$ cat src/rtl/param_register_bank.sv
// param_register_bank: NREG registers of WIDTH bits, each updated by a shared
// FunSel operation when its enable bit is set, with two combinational read ports
// and a sticky per-register wrap flag.
//
// Ports:
//   Clock          rising-edge clock
//   Reset          asynchronous active-low reset (clears registers and Wrap)
//   I              data input for load and byte operations
//   E              per-register enable mask
//   FunSel         operation applied to every enabled register
//   OutASel/OutBSel read-port selects (a select >= NREG reads 0)
//   OutA/OutB      combinational read data
//   Wrap           sticky per-register wrap flags (registered)
module param_register_bank #(
  parameter int unsigned WIDTH = 16,
  parameter int unsigned NREG  = 4,
  localparam int unsigned SW   = (NREG > 1) ? $clog2(NREG) : 1
) (
  input  logic             Clock,
  input  logic             Reset,
  input  logic [WIDTH-1:0] I,
  input  logic [NREG-1:0]  E,
  input  logic [3:0]       FunSel,
  input  logic [SW-1:0]    OutASel,
  input  logic [SW-1:0]    OutBSel,
  output logic [WIDTH-1:0] OutA,
  output logic [WIDTH-1:0] OutB,
  output logic [NREG-1:0]  Wrap
);

  typedef enum logic [3:0] {
    FS_DEC   = 4'b0000,
    FS_INC   = 4'b0001,
    FS_LOAD  = 4'b0010,
    FS_CLR   = 4'b0011,
    FS_LDB0  = 4'b0100,
    FS_SETB0 = 4'b0101,
    FS_SETB1 = 4'b0110,
    FS_LDSX  = 4'b0111,
    FS_SHL   = 4'b1000,
    FS_SHR   = 4'b1001,
    FS_ASR   = 4'b1010,
    FS_ROL   = 4'b1011,
    FS_ROR   = 4'b1100
  } fun_e;

  logic [WIDTH-1:0] regs    [NREG];
  logic [WIDTH-1:0] reg_nxt [NREG];
  logic [NREG-1:0]  wrap_q;
  logic [NREG-1:0]  wrap_nxt;
  fun_e             op;

  assign op = fun_e'(FunSel);

  // Next-state for every register; reserved codes fall through to hold.
  always_comb begin
    wrap_nxt = wrap_q;
    for (int k = 0; k < int'(NREG); k++) begin
      reg_nxt[k] = regs[k];
      if (E[k]) begin
        case (op)
          FS_DEC: begin
            reg_nxt[k] = regs[k] - WIDTH'(1);
            if (regs[k] == '0) wrap_nxt[k] = 1'b1;
          end
          FS_INC: begin
            reg_nxt[k] = regs[k] + WIDTH'(1);
            if (&regs[k]) wrap_nxt[k] = 1'b1;
          end
          FS_LOAD: begin
            reg_nxt[k]  = I;
            wrap_nxt[k] = 1'b0;
          end
          FS_CLR: begin
            reg_nxt[k]  = '0;
            wrap_nxt[k] = 1'b0;
          end
          FS_LDB0:  reg_nxt[k]       = WIDTH'(I[7:0]);
          FS_SETB0: reg_nxt[k][7:0]  = I[7:0];
          FS_SETB1: reg_nxt[k][15:8] = I[7:0];
          FS_LDSX:  reg_nxt[k]       = {{(WIDTH-8){I[7]}}, I[7:0]};
          FS_SHL:   reg_nxt[k]       = {regs[k][WIDTH-2:0], 1'b0};
          FS_SHR:   reg_nxt[k]       = {1'b0, regs[k][WIDTH-1:1]};
          FS_ASR:   reg_nxt[k]       = {regs[k][WIDTH-1], regs[k][WIDTH-1:1]};
          FS_ROL:   reg_nxt[k]       = {regs[k][WIDTH-2:0], regs[k][WIDTH-1]};
          FS_ROR:   reg_nxt[k]       = {regs[k][0], regs[k][WIDTH-1:1]};
          default: ;
        endcase
      end
    end
  end

  // Register and wrap-flag state.
  always_ff @(posedge Clock or negedge Reset) begin
    if (!Reset) begin
      for (int k = 0; k < int'(NREG); k++) regs[k] <= '0;
      wrap_q <= '0;
    end else begin
      for (int k = 0; k < int'(NREG); k++) regs[k] <= reg_nxt[k];
      wrap_q <= wrap_nxt;
    end
  end

  // Read ports: no bypass, out-of-range selects read 0.
  always_comb begin
    OutA = '0;
    OutB = '0;
    if (32'(OutASel) < NREG) OutA = regs[OutASel];
    if (32'(OutBSel) < NREG) OutB = regs[OutBSel];
  end

  assign Wrap = wrap_q;

endmodule
$ cat config.mk
export PLATFORM = sky130hd
export DESIGN_NAME = param_register_bank
export DESIGN_NICKNAME = d
export VERILOG_FILES = /design/src/rtl/param_register_bank.sv
export SDC_FILE = /design/constraint.sdc
export NUM_CORES = 1
export LEC_CHECK = 0
export BUFFER_PORTS_ARGS = -buffer_cell sky130_fd_sc_hd__clkbuf_2
export CORE_AREA = 2 2 170 172
export CTS_BUF_LIST = sky130_fd_sc_hd__clkbuf_16
export CTS_CLUSTER_DIAMETER = 120
export DETAILED_ROUTE_END_ITERATION = 6
export DIE_AREA = 0 0 172 174
export GPL_TIMING_DRIVEN = 1
export HOLD_SLACK_MARGIN = 0.05
export PLACE_DENSITY = 0.54
export SETUP_SLACK_MARGIN = 0.15
export SYNTH_ARGS = -nofsm -noshare
export SYNTH_HDL_FRONTEND = slang
export SYNTH_SLANG_ARGS = --single-unit
export TNS_END_PERCENT = 10
$ cat constraint.sdc
create_clock -name Clock -period 3.6 [get_ports Clock]
set_clock_uncertainty 0.1 [all_clocks]
set_input_delay 0.54 -clock Clock [delete_from_list [all_inputs] [get_ports Clock]]
set_output_delay 0.54 -clock Clock [all_outputs]
set_load 0.01 [all_outputs]
==> metrics.txt <==
Final setup viols=0; Mean Syn Cell Area=approximately 7.3 µm²; largest net degree at the start of global routing=just under 70; syn nets=1176; Die X=172 µm; max_cap viols=0; H-tree lvl count=3; Final Slew Violations=0; EDFF count, synth=0; startpoint types=flip-flop; I/O Buffers=65; Pwr Density=477 nW/µm²; nets@finish=1177; Die ar.=roughly 30000 µm²; final critical-path setup slack=around 550 ps; Clock transition at path regs=60 ps; setup_tns=0 ps; Synth Flop Type=dfrtp_1; Inserted Clock Buffers=9; Max Fanout on Critical Path=10; Syn Std Cell Area=8320 µm²; share of cells above drive strength 1=roughly 16%; crit path capture type=flip-flop; drt drc=0; Worst EP required=3730 ps; Initial Utilization=about 29%; Filler cells=3067; Placer Congestion=1.02; Layout area overhead=12.4%; final hold viol count=0; f_max=0.328 GHz; DR WL/cell=25.1 µm; Arr. time, crit path=3180 ps; Syn Inst Count=1137; global route overflow=0; Skew-Pair Late Insertion Delay=~350 ps; minimum clock period=between 3000 and 4000 ps; CORE AREA=28200 µm²; ratio of routed vias to standard cells=between 6 and 7; post-cts resize count=0; Iteration-0 DRC Markers=about 1300; num ports=between 60 and 70; CTS root buf=clkbuf_16; Clock Sinks=slightly below 70; initial antenna violation count=2; setup bufs post-CTS=0; Detail Placement HPWL=~28 mm; Leakage Power=0.00346 µW; row count=62; Power, Total=approximately 4500 µW; Final period util=84.7%; Rel. slew slack=between 30% and 40%; clk buf depth=2; CTS tree=done; Die Y=174 µm; first-pass GRT wire length=57.0 mm; Crit Path Class=flip-flop to flip-flop; register area share after synthesis=between 20% and 30%; hold_buf cts=0; via count=approximately 9700; maximum vdd ir drop=0.000229 V; measured slew at the worst slew-check pin=approximately 1000 ps; Async S/R FF share, synth=between 90% and 100%; Synth Register Bits=slightly below 70; pre-CTS WS=538 ps; ANT cells=0; min-delay worst type=input port to async pin; Post-DRT Antenna Nets=0; status=completed; yosys warns=0; synth unique cells=69; vias in the first global route=9003; unrepaired setup endpoints after global routing=false; DRT Pass-1 Iters=5; Routed Wire Length=between 30 and 40 mm; gr usage total=25.3%
worst paths after layout:
kind / slack (ps) / end / depth (start not counted) / startpoint
min in group Clock: 450 / Wrap[0]$_DFFE_PN0P_ / 2 / Wrap[0]$_DFFE_PN0P_
max in group asynchronous: 2460 / regs[14]$_DFFE_PN0P_ / 1 / Reset
hold reg to reg: 450 / Wrap[0]$_DFFE_PN0P_ / 2 / Wrap[0]$_DFFE_PN0P_
setup / recovery: 550 / regs[14]$_DFFE_PN0P_ / 8 / regs[1]$_DFFE_PN0P_
hold / removal: 240 / regs[20]$_DFFE_PN0P_ / 1 / Reset
setup reg to reg: 550 / regs[14]$_DFFE_PN0P_ / 8 / regs[1]$_DFFE_PN0P_
stage by stage:
stage                     std cells  area [µm²]  utilization [%]  hold slack (ps)
after floorplan                1137        8320                -              144
after global placement         1511        9100             32.2              436
after detailed placement       1511        9100             32.2              440
after CTS                      1525        9350             33.1              300
after global routing           1525        9350             33.1              343
final                          1525        9350             33.1              236
cell type report:
type                            count  area [µm²]  area share [%]
Inverter                           30         113            1.20
Sequential cell                    68        1700            18.2
Clock buffer                        9         225            2.41
Tap cell                          384         480            5.14
Multi-Input combinational cell    909        6030            64.5
Timing Repair Buffer              120         778            8.33
Clock inverter                      5        22.5           0.241
flip-flops by register name, summed over array words and instances, names as in the netlist:
| signal | count |
|---|---|
| regs | 64 |
| Wrap | 4 |
placed cells by master, fill, tap and decap left out, types with 17 or more instances in the layout:
| cell type | Yosys | layout |
|---|---|---|
| nor2_1 | 79 | 79 |
| a221oi_1 | 18 | 18 |
| buf_4 | 0 | 53 |
| xnor2_1 | 24 | 24 |
| a21oi_1 | 88 | 88 |
| nand2_1 | 129 | 129 |
| clkbuf_2 | 0 | 64 |
| dfrtp_1 | 68 | 68 |
| mux2i_1 | 17 | 17 |
| mux4_2 | 32 | 32 |
| xor2_1 | 25 | 25 |
| o21ai_0 | 79 | 79 |
| nand4_1 | 30 | 30 |
| nor3_1 | 47 | 47 |
| inv_1 | 28 | 29 |
| nand3_1 | 55 | 55 |
worst max-delay path, stage by stage (launching register included):
cell	delay, ps
dfrtp_1	490
inv_1	120
ha_1	200
or4b_4	520
or4_4	480
or4b_4	550
xor2_1	140
a21oi_1	80
a22o_1	240
kinds of logic (layout without fill, tap and decap cells):
kind of cell	count (synthesis)	after routing	share of synthesized area, %
multiplexers	51	51	11.0
adder cells (fa/ha/maj)	9	9	1.35
XOR/XNOR	49	49	5.16
AND/OR/NAND/NOR	450	450	26.8
flip-flops	68	68	20.5
AO/OA/AOI/OAI	350	350	27.9
buffers and inverters	160	164	7.31
routing by layer:
layer	part of all wire (%)	GRT usage, %
met5	0.034	0
met4	4.5	11.0
met3	9.2	3.69
met2	46	39.6
met1	40	34.7
synth_stat cells (25+ instances only):
master | instances | area, µm²
dfrtp_1 | 68 | 1700
inv_1 | 28 | 105
nand2_1 | 129 | 484
nor2_1 | 79 | 297
mux4_2 | 32 | 721
clkbuf_1 | 104 | 390
nand4_1 | 30 | 188
a21oi_1 | 88 | 440
nand3_1 | 55 | 275
nor3_1 | 47 | 235
o21ai_0 | 79 | 395
xor2_1 | 25 | 219
power by group:
group / leakage (µW) / switching (µW) / internal [µW] / total, µW
registers: 0.000804 / 734 / 956 / 1690
logic: 0.00252 / 1100 / 852 / 1950
clock network: 0.000130 / 367 / 450 / 817
(Power assumes the default switching activity.)
